<file path="src/rtl/ahb_pkg.sv">
// ahb_pkg: shared AHB-Lite definitions for the interconnect slice.
//   htrans_t   : HTRANS encodings
//   HRESP_*    : response codes driven on HRESP
//   ds_state_t : default-slave response FSM states
//   htrans_active() : true for transfers that carry data (NONSEQ/SEQ)
package ahb_pkg;

  typedef enum logic [1:0] {
    HTRANS_IDLE   = 2'b00,
    HTRANS_BUSY   = 2'b01,
    HTRANS_NONSEQ = 2'b10,
    HTRANS_SEQ    = 2'b11
  } htrans_t;

  localparam logic HRESP_OKAY  = 1'b0;
  localparam logic HRESP_ERROR = 1'b1;

  typedef enum logic [1:0] {
    DS_IDLE = 2'b00,
    DS_ERR1 = 2'b01,
    DS_ERR2 = 2'b10
  } ds_state_t;

  function automatic logic htrans_active(input logic [1:0] trans);
    return (trans == HTRANS_NONSEQ) || (trans == HTRANS_SEQ);
  endfunction

endpackage

</file>
<file path="src/rtl/ahb_default_slave.sv">
// ahb_default_slave: answers transfers that hit no slave. Active transfers
// get the two-cycle ERROR response and are logged; IDLE/BUSY get zero-wait
// OKAY.
//   HCLK, HRESETn : clock, async active-low reset
//   sel           : address phase targets no mapped slave
//   HTRANS, HADDR : master address phase
//   HREADY        : global bus ready (address phase accepted when 1)
//   ERR_CLR       : clears ERR_VALID and ERR_CNT
//   HREADYOUT, HRESP : default-slave response (registered)
//   ERR_VALID, ERR_ADDR, ERR_CNT : error log
module ahb_default_slave
  import ahb_pkg::*;
#(
  parameter int ADDR_W = 32,
  parameter int CNT_W  = 8
) (
  input  logic              HCLK,
  input  logic              HRESETn,
  input  logic              sel,
  input  logic [1:0]        HTRANS,
  input  logic              HREADY,
  input  logic [ADDR_W-1:0] HADDR,
  input  logic              ERR_CLR,
  output logic              HREADYOUT,
  output logic              HRESP,
  output logic              ERR_VALID,
  output logic [ADDR_W-1:0] ERR_ADDR,
  output logic [CNT_W-1:0]  ERR_CNT
);

  ds_state_t state;
  logic      new_err;

  // A new error starts only when an address phase is accepted; ERR1 always
  // holds HREADY low, so the state term just makes that explicit.
  assign new_err = HREADY && sel && htrans_active(HTRANS) && (state != DS_ERR1);

  // NOTE: the reset branch is asynchronous (in the sensitivity list) so that
  // HRESETn clears an in-flight ERROR response without waiting for a clock.
  always_ff @(posedge HCLK or negedge HRESETn) begin
    if (!HRESETn) begin
      state     <= DS_IDLE;
      HREADYOUT <= 1'b1;
      HRESP     <= HRESP_OKAY;
    end else begin
      // NOTE: non-blocking assignments keep every flop sampling pre-edge
      // values, independent of statement order.
      case (state)
        DS_IDLE, DS_ERR2: begin
          if (new_err) begin
            state     <= DS_ERR1;
            HREADYOUT <= 1'b0;
            HRESP     <= HRESP_ERROR;
          end else if (HREADY) begin
            state     <= DS_IDLE;
            HREADYOUT <= 1'b1;
            HRESP     <= HRESP_OKAY;
          end
        end
        DS_ERR1: begin
          state     <= DS_ERR2;
          HREADYOUT <= 1'b1;
          HRESP     <= HRESP_ERROR;
        end
        default: begin
          state     <= DS_IDLE;
          HREADYOUT <= 1'b1;
          HRESP     <= HRESP_OKAY;
        end
      endcase
    end
  end

  // Error log. A new error outranks a simultaneous clear, so the count
  // restarts at one rather than zero.
  always_ff @(posedge HCLK or negedge HRESETn) begin
    if (!HRESETn) begin
      ERR_VALID <= 1'b0;
      ERR_ADDR  <= '0;
      ERR_CNT   <= '0;
    end else if (new_err) begin
      ERR_VALID <= 1'b1;
      ERR_ADDR  <= HADDR;
      if (ERR_CLR)
        ERR_CNT <= CNT_W'(1);
      else if (ERR_CNT != '1)
        ERR_CNT <= ERR_CNT + CNT_W'(1);
    end else if (ERR_CLR) begin
      ERR_VALID <= 1'b0;
      ERR_CNT   <= '0;
    end
  end

endmodule

</file>
<file path="src/rtl/ahb_lite_decoder_mux.sv">
// ahb_lite_decoder_mux: single-master AHB-Lite address decoder and response
// multiplexer with an integrated error-logging default slave.
//   HCLK, HRESETn        : clock, async active-low reset
//   HADDR, HTRANS        : master address phase
//   HSELx                : one-hot slave select, combinational from HADDR
//   HRDATA_S, HREADYOUT_S, HRESP_S : packed slave responses
//   HRDATA, HREADY, HRESP          : muxed response to master (and HREADY
//                                    to all slaves)
//   ERR_CLR, ERR_VALID, ERR_ADDR, ERR_CNT : unmapped-access log
module ahb_lite_decoder_mux
  import ahb_pkg::*;
#(
  parameter int                             NUM_SLAVES = 4,
  parameter int                             ADDR_W     = 32,
  parameter int                             DATA_W     = 32,
  parameter logic [NUM_SLAVES*ADDR_W-1:0]   SLV_START  = '0,
  parameter logic [NUM_SLAVES*ADDR_W-1:0]   SLV_END    = '1,
  parameter int                             CNT_W      = 8
) (
  input  logic                         HCLK,
  input  logic                         HRESETn,
  input  logic [ADDR_W-1:0]            HADDR,
  input  logic [1:0]                   HTRANS,
  output logic [NUM_SLAVES-1:0]        HSELx,
  input  logic [NUM_SLAVES*DATA_W-1:0] HRDATA_S,
  input  logic [NUM_SLAVES-1:0]        HREADYOUT_S,
  input  logic [NUM_SLAVES-1:0]        HRESP_S,
  output logic [DATA_W-1:0]            HRDATA,
  output logic                         HREADY,
  output logic                         HRESP,
  input  logic                         ERR_CLR,
  output logic                         ERR_VALID,
  output logic [ADDR_W-1:0]            ERR_ADDR,
  output logic [CNT_W-1:0]             ERR_CNT
);

  // Data-phase select: slave index 0..NUM_SLAVES-1, or SEL_DEFAULT.
  localparam int               SEL_W       = $clog2(NUM_SLAVES + 1);
  localparam logic [SEL_W-1:0] SEL_DEFAULT = SEL_W'(NUM_SLAVES);

  logic [NUM_SLAVES-1:0] hit;
  logic [SEL_W-1:0]      dec_idx;
  logic [SEL_W-1:0]      dsel;
  logic                  ds_hready;
  logic                  ds_hresp;

  for (genvar i = 0; i < NUM_SLAVES; i++) begin : g_dec
    assign hit[i] = (HADDR >= SLV_START[i*ADDR_W +: ADDR_W]) &&
                    (HADDR <= SLV_END[i*ADDR_W +: ADDR_W]);
  end

  // Isolate the lowest set bit so overlapping regions resolve to the lowest
  // index; an empty hit vector stays zero.
  assign HSELx = hit & ~(hit - NUM_SLAVES'(1));

  // NOTE: always_comb outputs get a default before any conditional update so
  // no path leaves them unassigned (no latch).
  always_comb begin
    dec_idx = SEL_DEFAULT;
    for (int i = NUM_SLAVES - 1; i >= 0; i--) begin
      if (hit[i]) dec_idx = SEL_W'(i);
    end
  end

  always_ff @(posedge HCLK or negedge HRESETn) begin
    if (!HRESETn)
      dsel <= SEL_DEFAULT;
    else if (HREADY)
      dsel <= dec_idx;
  end

  ahb_default_slave #(
    .ADDR_W (ADDR_W),
    .CNT_W  (CNT_W)
  ) u_default_slave (
    .HCLK      (HCLK),
    .HRESETn   (HRESETn),
    .sel       (~|hit),
    .HTRANS    (HTRANS),
    .HREADY    (HREADY),
    .HADDR     (HADDR),
    .ERR_CLR   (ERR_CLR),
    .HREADYOUT (ds_hready),
    .HRESP     (ds_hresp),
    .ERR_VALID (ERR_VALID),
    .ERR_ADDR  (ERR_ADDR),
    .ERR_CNT   (ERR_CNT)
  );

  // Slave-to-master path is purely combinational.
  always_comb begin
    HRDATA = '0;
    HREADY = ds_hready;
    HRESP  = ds_hresp;
    for (int i = 0; i < NUM_SLAVES; i++) begin
      if (dsel == SEL_W'(i)) begin
        HRDATA = HRDATA_S[i*DATA_W +: DATA_W];
        HREADY = HREADYOUT_S[i];
        HRESP  = HRESP_S[i];
      end
    end
  end

endmodule

</file>
<file path="config.mk">
export PLATFORM = sky130hd
export DESIGN_NAME = ahb_lite_decoder_mux
export DESIGN_NICKNAME = d
export VERILOG_FILES = /design/src/rtl/ahb_pkg.sv /design/src/rtl/ahb_default_slave.sv /design/src/rtl/ahb_lite_decoder_mux.sv
export SDC_FILE = /design/constraint.sdc
export NUM_CORES = 1
export LEC_CHECK = 0
export CELL_PAD_IN_SITES_DETAIL_PLACEMENT = 1
export CELL_PAD_IN_SITES_GLOBAL_PLACEMENT = 1
export CORE_AREA = 5 5 94 96
export CTS_BUF_LIST = sky130_fd_sc_hd__clkbuf_4 sky130_fd_sc_hd__clkbuf_8 sky130_fd_sc_hd__clkbuf_16
export DETAILED_ROUTE_END_ITERATION = 8
export DIE_AREA = 0 0 99 101
export GPL_ROUTABILITY_DRIVEN = 0
export MAX_ROUTING_LAYER = met4
export PLACE_DENSITY = 0.95
export SETUP_SLACK_MARGIN = 0.5
export SLEW_MARGIN = 20
export SYNTH_ARGS = -nofsm -noshare
export SYNTH_HDL_FRONTEND = slang
export SYNTH_SLANG_ARGS = --single-unit
</file>
<file path="constraint.sdc">
create_clock -name HCLK -period 2.84 [get_ports HCLK]
set_input_delay 0.426 -clock HCLK [delete_from_list [all_inputs] [get_ports HCLK]]
set_output_delay 0.426 -clock HCLK [all_outputs]
set_load 0.02 [all_outputs]
</file>
==> results.md <==
- Status: complete, no violations
- Post-DR vias/cell: 2.48
- IO buf count: 69
- Resized cells post-CTS: 0
- Avg Cell Area, Syn: 7.39 sq um
- Ys Warns: 0
- Synthesized area: 643 sq um
- Worst IR Drop VDD: 202 uV
- Reg power frac: 8.7%
- Vias in the first global route: 662
- Clk Latency, worst-skew pair: 0.21 ns
- Global-route wire length before repair: 3.48 mm
- Final Cycle Share: 78.4%
- WL per Instance: 10.0 um
- # diodes: 0
- Leakage: 0.543 nW
- 1st-iter DRT viols: 2
- H-tree depth: 1
- Die span in x: 99 um
- Row count: 33
- Critical path's largest stage delay: 0.63 ns
- Slowest-stage cell, CP: dfstp_2
- CTS tree: done
- Vias post-DR: 649
- Placed cell count: 258
- Leading post-synthesis cells by cell area: buf_4 53%, nor2b_1 31%, dfstp_2 4.1%
- Core area: 7970 sq um
- Root Driver: clkbuf_8
- Worst Path Required: 2.41 ns
- Synthesis-to-layout area growth: 106%
- Final cell count without fillers: 262
- # hold bufs at CTS: 0
- Int Pwr: 0.230 mW
- Worst Setup Start Kind: flop
- Starting Density: 8.07%
- Clk pwr share: 34.5%
- Worst Reg-to-Reg Cells: 1
- Minimum clock period: 2.23 ns
- Boundary Pins: 252
- R2r setup slk: 2.01 ns
- Maxcap violations: 0
- Setup Viol. Count Final: 0
- DP HPWL: 2.39 mm
- CP endpoint kind: primary output
- Clock Skews: 0.00657 ns
- Psw: 0.141 mW
- Final wirelength: 2.63 mm
- Crit path kind: flop to primary output
- Util after Layout: 16.7%
- Final Hold Viols: 0
- Largest net degree at the start of global routing: 26
- DIE AREA: 10000 sq um
- DRC errors left: 0
- Setup tns final: 0 ns
- Arr. time, crit path: 1.80 ns
- Most common cell after layout, fill and taps aside: clkdlybuf4s50_1
- Power Dens Cells: 280 nW/um^2
- Tot GR Track Use: 4.50%
- Clk buf depth: 2
- Clock sink total: 2
- Layout Nets: 331
- Antenna viol nets, final: 0
- FMAX: 0.449 GHz
- Sequential cell area fraction in the yosys report: 7.98%
- Gate power share: 56.8%
- Hold WC Path Type: input port to asynchronous set/reset pin
- Yosys top cell area share: 52.5%
- Synthesized instance count: 87
- Sw Ratio: 38.0%
- Share of cells above drive strength 1: 4.46%
- Yosys top cell by area: buf_4
- Final Max Tran Viols: 0
- Library cells used by synthesis: 10
- Pwr Total: 0.372 mW
- RSZ-0062 raised after global routing: false
- Synth Register Bits: 2
- CTS Buf Count: 3
- Fillers: 961
- Most frequent cells in the layout: 69 x clkdlybuf4s50_1, 46 x conb_1, 32 x nor2b_1, 3 x clkbuf_8
- Critical path fanouts, max: 25
- DRT Pass-1 Iters: 2
- CP cell instances: buf_4 > nor2b_1 > clkdlybuf4s50_1
- CTS clk-pin slew, worst paths: 0.03 ns
- GRT overflow: 0
- Die H: 101 um
- Setup Buffers After CTS: 0
- Initial antenna violation count: 0
logic make-up (layout without fill, tap and decap cells):
| family | after synthesis | in the layout | share of synthesized area (%) |
|---|---|---|---|
| AND/OR/NAND/NOR | 34 | 34 | 33.3 |
| multiplexers | 1 | 1 | 1.75 |
| flip-flops | 2 | 2 | 7.98 |
| other | 2 | 46 | 1.17 |
| buffers and inverters | 48 | 74 | 55.8 |
area by class of cell:
class                           instances  area [sq um]  area share, %
Timing Repair Buffer                   70           698           52.6
Multi-Input combinational cell         81           398           30.0
Tap cell                              105           131           9.90
Sequential cell                         2          51.3           3.86
Clock buffer                            4          48.8           3.68
state kept, by name, summed over array words and instances (netlist names):
signal,count
dsel,1
u_default_slave.HRESP,1
final timing paths:
check,start,to
max,dsel[2]$_DFFE_PN1P_,HRDATA[13]
min,HRESETn,u_default_slave.HRESP$_DFFE_PN0P_
max reg2reg,dsel[2]$_DFFE_PN1P_,u_default_slave.HRESP$_DFFE_PN0P_
min reg2reg,u_default_slave.HRESP$_DFFE_PN0P_,u_default_slave.HRESP$_DFFE_PN0P_
max in group asynchronous,HRESETn,dsel[2]$_DFFE_PN1P_
min in group HCLK,u_default_slave.HRESP$_DFFE_PN0P_,u_default_slave.HRESP$_DFFE_PN0P_
metal layers:
layer | vias to the layer above | global-route usage [%] | share of wire (%)
li1 | 306 | - | -
met1 | 294 | 4.37 | 31
met2 | 47 | 8.94 | 61
met3 | 2 | 0.692 | 8.0
met4 | 0 | 1.58 | 0.42
met5 | - | - | 0
synth_stat cells (all sizes together):
| master | instances |
|---|---|
| dfstp | 1 |
| buf | 48 |
| or2 | 1 |
| nor3b | 1 |
| mux2 | 1 |
| dfrtp | 1 |
| nor2b | 32 |
| conb | 2 |
worst max-delay path, delay by kind of cell (launching register included):
| family | cells | cell delay [ns] |
|---|---|---|
| flip-flops | 1 | 0.63 |
| AND/OR/NAND/NOR | 1 | 0.11 |
| buffers and inverters | 2 | 0.85 |
power groups by stage:
stage	logic (mW)	registers, mW	clock network [mW]
2_1_floorplan	0.158	0.0316	0
3_3_place_gp	0.207	0.0327	0
3_5_place_dp	0.210	0.0328	0
4_1_cts	0.211	0.0326	0.133
5_1_grt	0.223	0.0329	0.135
6_report	0.211	0.0324	0.128
metrics by stage:
stage               setup WS [ns]  area, sq um  hold slack, ns
CTS                         0.574         1330           0.376
floorplan                    1.45          808           0.130
global placement            0.760         1280           0.575
detailed placement          0.712         1280           0.574
global route                0.522         1330           0.387
finish                      0.613         1330           0.377
Note: power is estimated with default switching activity, not from simulation.
